===== src/rtl/rv_dec_pkg.sv =====
// Shared RV32 decode definitions: opcodes, ALU and writeback codes, decoded bundle.
package rv_dec_pkg;

  localparam int unsigned INSTR_W = 32;

  localparam logic [6:0] OPC_LUI    = 7'b0110111;
  localparam logic [6:0] OPC_AUIPC  = 7'b0010111;
  localparam logic [6:0] OPC_JAL    = 7'b1101111;
  localparam logic [6:0] OPC_JALR   = 7'b1100111;
  localparam logic [6:0] OPC_BRANCH = 7'b1100011;
  localparam logic [6:0] OPC_LOAD   = 7'b0000011;
  localparam logic [6:0] OPC_STORE  = 7'b0100011;
  localparam logic [6:0] OPC_OP_IMM = 7'b0010011;
  localparam logic [6:0] OPC_OP     = 7'b0110011;

  localparam logic [4:0] ALU_ADD  = 5'b00000;
  localparam logic [4:0] ALU_SUB  = 5'b01000;
  localparam logic [4:0] ALU_SLL  = 5'b00001;
  localparam logic [4:0] ALU_SLT  = 5'b00010;
  localparam logic [4:0] ALU_SLTU = 5'b00011;
  localparam logic [4:0] ALU_XOR  = 5'b00100;
  localparam logic [4:0] ALU_SRL  = 5'b00101;
  localparam logic [4:0] ALU_SRA  = 5'b01101;
  localparam logic [4:0] ALU_OR   = 5'b00110;
  localparam logic [4:0] ALU_AND  = 5'b00111;

  localparam logic [2:0] M2R_ALU   = 3'd0;
  localparam logic [2:0] M2R_MEM   = 3'd1;
  localparam logic [2:0] M2R_PC4   = 3'd2;
  localparam logic [2:0] M2R_IMM   = 3'd3;
  localparam logic [2:0] M2R_PCIMM = 3'd4;

  // Control fields of one decoded instruction; pc and imm travel alongside (XLEN-sized).
  typedef struct packed {
    logic [4:0] rs1;
    logic [4:0] rs2;
    logic [4:0] rd;
    logic [4:0] alu_ctr;
    logic       alu_b_sel;
    logic [3:0] bxx;
    logic       jal;
    logic       jalr;
    logic       reg_we;
    logic       mem_we;
    logic       illegal;
    logic [2:0] mem2reg;
    logic [2:0] mem_opr;
    logic [3:0] mem_opw;
  } dec_t;

  // Byte-enable mask for sb / sh / sw.
  function automatic logic [3:0] store_mask(input logic [1:0] size);
    case (size)
      2'd0:    return 4'b0001;
      2'd1:    return 4'b0011;
      default: return 4'b1111;
    endcase
  endfunction

endpackage


===== src/rtl/rv_decode.sv =====
// Combinational RV32I(+M) decoder producing one control bundle and immediate.
module rv_decode
  import rv_dec_pkg::*;
#(
  parameter int unsigned XLEN = 32,
  parameter bit          EN_M = 1'b1
) (
  input  logic [INSTR_W-1:0] instr,
  output dec_t               dec_c,
  output logic [XLEN-1:0]    imm_c
);

  logic [6:0]  opcode;
  logic [2:0]  funct3;
  logic [6:0]  funct7;
  logic [31:0] imm_i, imm_s, imm_b, imm_u, imm_j;
  logic [31:0] imm32;
  logic        bad;
  logic        writes;

  assign opcode = instr[6:0];
  assign funct3 = instr[14:12];
  assign funct7 = instr[31:25];

  assign imm_i = {{20{instr[31]}}, instr[31:20]};
  assign imm_s = {{20{instr[31]}}, instr[31:25], instr[11:7]};
  assign imm_b = {{19{instr[31]}}, instr[31], instr[7], instr[30:25], instr[11:8], 1'b0};
  assign imm_u = {instr[31:12], 12'b0};
  assign imm_j = {{11{instr[31]}}, instr[31], instr[19:12], instr[20], instr[30:21], 1'b0};

  // Immediate is built at 32 bits and sign-extended to the datapath width.
  assign imm_c = XLEN'($signed(imm32));

  // Opcode decode, legality check, then suppression of side effects for illegal words.
  always_comb begin
    dec_c     = '0;
    imm32     = '0;
    bad       = 1'b0;
    writes    = 1'b0;
    dec_c.rs1 = instr[19:15];
    dec_c.rs2 = instr[24:20];
    dec_c.rd  = instr[11:7];
    case (opcode)
      OPC_LUI: begin
        imm32         = imm_u;
        writes        = 1'b1;
        dec_c.mem2reg = M2R_IMM;
      end
      OPC_AUIPC: begin
        imm32         = imm_u;
        writes        = 1'b1;
        dec_c.mem2reg = M2R_PCIMM;
      end
      OPC_JAL: begin
        imm32         = imm_j;
        writes        = 1'b1;
        dec_c.jal     = 1'b1;
        dec_c.mem2reg = M2R_PC4;
      end
      OPC_JALR: begin
        imm32           = imm_i;
        writes          = 1'b1;
        dec_c.jalr      = 1'b1;
        dec_c.alu_ctr   = ALU_ADD;
        dec_c.alu_b_sel = 1'b1;
        dec_c.mem2reg   = M2R_PC4;
      end
      OPC_BRANCH: begin
        imm32     = imm_b;
        dec_c.bxx = {1'b1, funct3};
        case (funct3[2:1])
          2'b00:   dec_c.alu_ctr = ALU_SUB;
          2'b10:   dec_c.alu_ctr = ALU_SLT;
          2'b11:   dec_c.alu_ctr = ALU_SLTU;
          default: bad = 1'b1;
        endcase
      end
      OPC_LOAD: begin
        imm32           = imm_i;
        writes          = 1'b1;
        dec_c.alu_ctr   = ALU_ADD;
        dec_c.alu_b_sel = 1'b1;
        dec_c.mem2reg   = M2R_MEM;
        dec_c.mem_opr   = funct3;
        if (funct3[1:0] == 2'b11 || funct3 == 3'b110) bad = 1'b1;
      end
      OPC_STORE: begin
        imm32           = imm_s;
        dec_c.alu_ctr   = ALU_ADD;
        dec_c.alu_b_sel = 1'b1;
        dec_c.mem_we    = 1'b1;
        if (funct3[2] == 1'b0 && funct3[1:0] != 2'b11) dec_c.mem_opw = store_mask(funct3[1:0]);
        else bad = 1'b1;
      end
      OPC_OP_IMM: begin
        imm32           = imm_i;
        writes          = 1'b1;
        dec_c.alu_b_sel = 1'b1;
        dec_c.mem2reg   = M2R_ALU;
        case (funct3)
          3'b001: begin
            dec_c.alu_ctr = ALU_SLL;
            if (funct7 != 7'b0000000) bad = 1'b1;
          end
          3'b101: begin
            if (funct7 == 7'b0000000) dec_c.alu_ctr = ALU_SRL;
            else if (funct7 == 7'b0100000) dec_c.alu_ctr = ALU_SRA;
            else bad = 1'b1;
          end
          default: dec_c.alu_ctr = {2'b00, funct3};
        endcase
      end
      OPC_OP: begin
        writes        = 1'b1;
        dec_c.mem2reg = M2R_ALU;
        case (funct7)
          7'b0000000: dec_c.alu_ctr = {2'b00, funct3};
          7'b0100000: begin
            if (funct3 == 3'b000 || funct3 == 3'b101) dec_c.alu_ctr = {2'b01, funct3};
            else bad = 1'b1;
          end
          7'b0000001: begin
            if (EN_M) dec_c.alu_ctr = {2'b10, funct3};
            else bad = 1'b1;
          end
          default: bad = 1'b1;
        endcase
      end
      default: bad = 1'b1;
    endcase
    if (instr[1:0] != 2'b11) bad = 1'b1;
    dec_c.reg_we = writes && (dec_c.rd != 5'd0) && !bad;
    if (bad) begin
      dec_c.illegal = 1'b1;
      dec_c.mem_we  = 1'b0;
      dec_c.jal     = 1'b0;
      dec_c.jalr    = 1'b0;
      dec_c.bxx[3]  = 1'b0;
    end
  end

endmodule


===== src/rtl/decode_stage.sv =====
// Decode stage: decoder feeding a 2-entry registered FIFO with valid/ready handshakes.
module decode_stage
  import rv_dec_pkg::*;
#(
  parameter int unsigned XLEN = 32,
  parameter bit          EN_M = 1'b1
) (
  input  logic               clk,
  input  logic               rst,
  input  logic               flush,
  input  logic               in_valid,
  output logic               in_ready,
  input  logic [INSTR_W-1:0] in_instr,
  input  logic [XLEN-1:0]    in_pc,
  output logic               out_valid,
  input  logic               out_ready,
  output logic [XLEN-1:0]    out_pc,
  output logic [XLEN-1:0]    out_imm,
  output logic [4:0]         out_rs1,
  output logic [4:0]         out_rs2,
  output logic [4:0]         out_rd,
  output logic [4:0]         out_alu_ctr,
  output logic               out_alu_b_sel,
  output logic [3:0]         out_bxx,
  output logic               out_jal,
  output logic               out_jalr,
  output logic               out_reg_we,
  output logic               out_mem_we,
  output logic               out_illegal,
  output logic [2:0]         out_mem2reg,
  output logic [2:0]         out_mem_opr,
  output logic [3:0]         out_mem_opw
);

  dec_t            dec_new;
  logic [XLEN-1:0] imm_new;

  // Head entry drives the outputs directly; tail holds the second buffered bundle.
  dec_t            head_dec, tail_dec, head_dec_nx, tail_dec_nx;
  logic [XLEN-1:0] head_pc, tail_pc, head_pc_nx, tail_pc_nx;
  logic [XLEN-1:0] head_imm, tail_imm, head_imm_nx, tail_imm_nx;
  logic [1:0]      count, count_nx;
  logic            push, pop;

  rv_decode #(
    .XLEN (XLEN),
    .EN_M (EN_M)
  ) u_decode (
    .instr (in_instr),
    .dec_c (dec_new),
    .imm_c (imm_new)
  );

  assign push = in_valid && in_ready && !flush;
  assign pop  = out_valid && out_ready;

  // Next-state of the buffer: shift tail into head on pop, land new bundles in the free slot.
  always_comb begin
    head_dec_nx = head_dec;
    head_pc_nx  = head_pc;
    head_imm_nx = head_imm;
    tail_dec_nx = tail_dec;
    tail_pc_nx  = tail_pc;
    tail_imm_nx = tail_imm;
    count_nx    = count;
    if (flush) begin
      count_nx = 2'd0;
    end else begin
      case (count)
        2'd0: begin
          if (push) begin
            head_dec_nx = dec_new;
            head_pc_nx  = in_pc;
            head_imm_nx = imm_new;
            count_nx    = 2'd1;
          end
        end
        2'd1: begin
          if (push && pop) begin
            head_dec_nx = dec_new;
            head_pc_nx  = in_pc;
            head_imm_nx = imm_new;
          end else if (push) begin
            tail_dec_nx = dec_new;
            tail_pc_nx  = in_pc;
            tail_imm_nx = imm_new;
            count_nx    = 2'd2;
          end else if (pop) begin
            count_nx = 2'd0;
          end
        end
        2'd2: begin
          if (pop) begin
            head_dec_nx = tail_dec;
            head_pc_nx  = tail_pc;
            head_imm_nx = tail_imm;
            count_nx    = 2'd1;
          end
        end
        default: count_nx = 2'd0;
      endcase
    end
  end

  // Buffer registers; valid and ready are registered from the next occupancy.
  always_ff @(posedge clk or posedge rst) begin
    if (rst) begin
      head_dec  <= '0;
      head_pc   <= '0;
      head_imm  <= '0;
      tail_dec  <= '0;
      tail_pc   <= '0;
      tail_imm  <= '0;
      count     <= 2'd0;
      out_valid <= 1'b0;
      in_ready  <= 1'b1;
    end else begin
      head_dec  <= head_dec_nx;
      head_pc   <= head_pc_nx;
      head_imm  <= head_imm_nx;
      tail_dec  <= tail_dec_nx;
      tail_pc   <= tail_pc_nx;
      tail_imm  <= tail_imm_nx;
      count     <= count_nx;
      out_valid <= (count_nx != 2'd0);
      in_ready  <= (count_nx != 2'd2);
    end
  end

  assign out_pc        = head_pc;
  assign out_imm       = head_imm;
  assign out_rs1       = head_dec.rs1;
  assign out_rs2       = head_dec.rs2;
  assign out_rd        = head_dec.rd;
  assign out_alu_ctr   = head_dec.alu_ctr;
  assign out_alu_b_sel = head_dec.alu_b_sel;
  assign out_bxx       = head_dec.bxx;
  assign out_jal       = head_dec.jal;
  assign out_jalr      = head_dec.jalr;
  assign out_reg_we    = head_dec.reg_we;
  assign out_mem_we    = head_dec.mem_we;
  assign out_illegal   = head_dec.illegal;
  assign out_mem2reg   = head_dec.mem2reg;
  assign out_mem_opr   = head_dec.mem_opr;
  assign out_mem_opw   = head_dec.mem_opw;

endmodule


===== config.mk =====
export PLATFORM = sky130hd
export DESIGN_NAME = decode_stage
export DESIGN_NICKNAME = d
export VERILOG_FILES = /design/src/rtl/rv_dec_pkg.sv /design/src/rtl/rv_decode.sv /design/src/rtl/decode_stage.sv
export SDC_FILE = /design/constraint.sdc
export NUM_CORES = 1
export LEC_CHECK = 0
export BUFFER_PORTS_ARGS = -buffer_cell sky130_fd_sc_hd__buf_2
export CAP_MARGIN = 20
export CORE_ASPECT_RATIO = 0.7
export CORE_MARGIN = 2
export CORE_UTILIZATION = 50
export CTS_CLUSTER_SIZE = 40
export DETAILED_ROUTE_END_ITERATION = 8
export PLACE_DENSITY_LB_ADDON = 0.2
export SLEW_MARGIN = 20
export SYNTH_ARGS = -nofsm -noshare
export SYNTH_HDL_FRONTEND = slang
export SYNTH_SLANG_ARGS = --single-unit
export TNS_END_PERCENT = 10

===== constraint.sdc =====
create_clock -name clk -period 5.7 [get_ports clk]
set_input_delay 0 -clock clk [delete_from_list [all_inputs] [get_ports clk]]
set_output_delay 0 -clock clk [all_outputs]
set_load 0.02 [all_outputs]

==> metrics.txt <==
Slowest cell on crit path=a21oi_1; most frequent cells after synthesis=366 x nand2_1, 209 x dfrtp_1, 102 x nor2_1; io pins=175; CTS Buf Count=22; die span in x=169 microns; pwr/cell area=393 nW/um^2; vias in the first global route=between 8,000 and 9,000; Overall Global Routing Usage=0.259; Crit path largest cell delay=890 ps; CP delay by family, top=compound AO/OA/AOI/OAI gates; Layout Cells excl Fill=1,538; Site Rows=42; Arr. time, crit path=3230 ps; Worst Skew=between 20 and 25 ps; RSZ-0062 raised after global routing=false; dominant cells by area after synthesis=dfrtp_1 55%, nand2_1 14%, nor2_1 4.0%; max_slew headroom=0.254; CTS tree=yes; Initial Utilization=0.506; DIE AREA=20,100 sq um; Seq/Total Area, Yosys=0.554; Synth cell types=just under 70; Core Region=about 19,000 sq um; result of the run=completed; Max Cap Viol=0; gpl congestion=0.856; Max VDD drop=0.244 mV; top cell type's share of synthesized area=0.551; drt pass-1 iters=5; total grt overflow=0; deepest level of the CTS H-tree=1; fmax=~340 MHz; Final Max Tran Viols=0; worst-path cell chain=nor2b_4 > buf_4 > a211o_1 > a21oi_1 > a211oi_1; synthesized area=between 9000 and 10,000 sq um; Detail Route Antenna Nets=0; Post-CTS Setup Repair Bufs=0; DR WL/cell=approximately 17 microns; die height=roughly 120 microns; # nets final=1,350; Seq cells post-synth=210; Clock transition at path regs=60 ps; layout cells sized above 1=0.188; Clock Latency Late Sink=a little over 500 ps; leading area contributor after synthesis=dfrtp_1; Post-synth EDFFs=0; Hold Crit Class=in2reg; Fin. Hold Viols=0; routed wire length=between 20,000 and 30,000 microns; Critical Path Stages=5; Buf/Inv on CP=1; ys flop type=dfrtp_1; number of setup violations in the final report=0; port buffer count=174; syn nets=1,160; period utilization=0.510; leakage=5.51 nW; Root Buffer=clkbuf_16; area growth from synthesis to layout=24.8%; first-pass GRT wire length=about 42,000 microns; mean area per synthesized cell=8.70 sq um; via count=8,385; Ant. Diodes=0; Syn. warnings=0; routed vias/inst=between 5 and 6; Tmin final=just under 3000 ps; asr flop ratio synth=1.00; largest net degree at the start of global routing=111; Placed Cells=1,434; CTS Buffer Depth=3; most common cell in the synthesized netlist=nand2_1; Worst Setup End Kind=flop; reg2reg path depth=5; antenna violations before repair=0; slew at the pin with the worst max-slew slack=1120 ps; dpl hpwl=15,600 microns; Crit Path Class=reg2reg; CP max FO=95; Setup TNS=0 ps; WHS Path Cells=5; First DRT Iteration DRCs=761; Post-Syn Instances=1,091; drt drc=0; crit start category=flop; CTS Sinks=210; WP data required=6030 ps
[tightest hold or removal path, cell delays in order]
cell and delay, ps:
buf_2 80, nand2_1 60, o21ai_0 130, a21boi_0 100
nor2_1 110
[state kept, by name, summed over array words and instances (netlist names)]
register / cells
out_bxx: 4
out_illegal: 1
tail_pc: 32
out_jalr: 1
out_reg_we: 1
count: 2
out_valid: 1
out_rd: 5
out_alu_b_sel: 1
out_jal: 1
out_pc: 32
out_rs1: 5
out_mem_opw: 3
out_mem2reg: 3
out_mem_opr: 3
in_ready: 1
tail_imm: 32
out_rs2: 5
tail_dec: 39
out_alu_ctr: 5
out_imm: 32
out_mem_we: 1
[stage by stage]
stage	hold WS (ps)	instance area, sq um	setup WS [ps]	util	total power, mW
floorplan	105	9500	2970	-	2.80
global placement	177	10400	2820	0.557	3.15
detailed placement	170	10400	2760	0.557	3.18
CTS	29.9	11800	2750	0.630	4.68
global route	88.9	11800	2530	0.632	4.92
finish	41.2	11800	2790	0.632	4.66
[layer usage]
layer,vias up,share of wire,track usage,wire length [microns]
met4,0,0.015,0.0566,385
met5,-,0,0,0
met1,4031,0.48,0.380,12400
li1,4067,-,-,-
met3,27,0.068,0.0512,1750
met2,260,0.44,0.402,11300
[worst paths after layout]
kind | slack [ps] | end | startpoint
min reg2reg | 460 | tail_dec[23] | tail_dec[23]
max | 2790 | out_imm[25] | count[0]
min in group asynchronous | 170 | tail_imm[19] | rst
max in group asynchronous | 4230 | tail_pc[6] | rst
min | 40 | count[0] | in_valid
max reg2reg | 2790 | out_imm[25] | count[0]
[layout make-up]
| type | instances | area [sq um] |
|---|---|---|
| sequential | 210 | 5260 |
| timing repair buffer | 249 | 1630 |
| fill | 1587 | 6910 |
| multi-input combinational | 793 | 3900 |
| inverter | 5 | 22.5 |
| clock inverter | 6 | 82.6 |
| clock buffer | 33 | 653 |
| tap | 242 | 303 |
[power by group]
part	total, mW	leakage (nW)	switching (mW)	internal (mW)
Sequential	2.09	2.63	0.215	1.87
Clock	1.46	0.359	0.583	0.881
Combinational	1.11	2.52	0.712	0.400
Total	4.66	5.51	1.51	3.15
[cells in the final DEF (no fill, tap or decap), drive strengths merged, types with 3 or more instances in the layout]
cell type / n
nand2: 366
dfrtp: 209
buf: 185
nor2: 103
dlygate4sd3: 64
a31oi: 59
a21oi: 47
nand3: 47
o21ai: 40
clkbuf: 33
o211ai: 17
a211oi: 16
nor3: 12
nand2b: 8
inv: 4
and3: 4
or2: 4
a22oi: 4
nor2b: 4
nor4: 4
a21o: 3
and2: 3
o21a: 3
o31ai: 3
nor3b: 3
and3b: 3
nand4b: 3
clkinv: 3
or4: 3
[what timing repair did]
action / CTS / global route
hold buffers: 64 / 0
hold endpoints to repair: 204 / 0
gates resized for setup: 0 / 0
[cells by family after synthesis]
group,count (synthesis),synth area share
AND/OR/NAND/NOR,575,0.255
AO/OA/AOI/OAI,213,0.146
flip-flops,210,0.554
buffers and inverters,88,0.0395
multiplexers,3,0.00329
XOR/XNOR,2,0.00185
(Power assumes the default switching activity.)
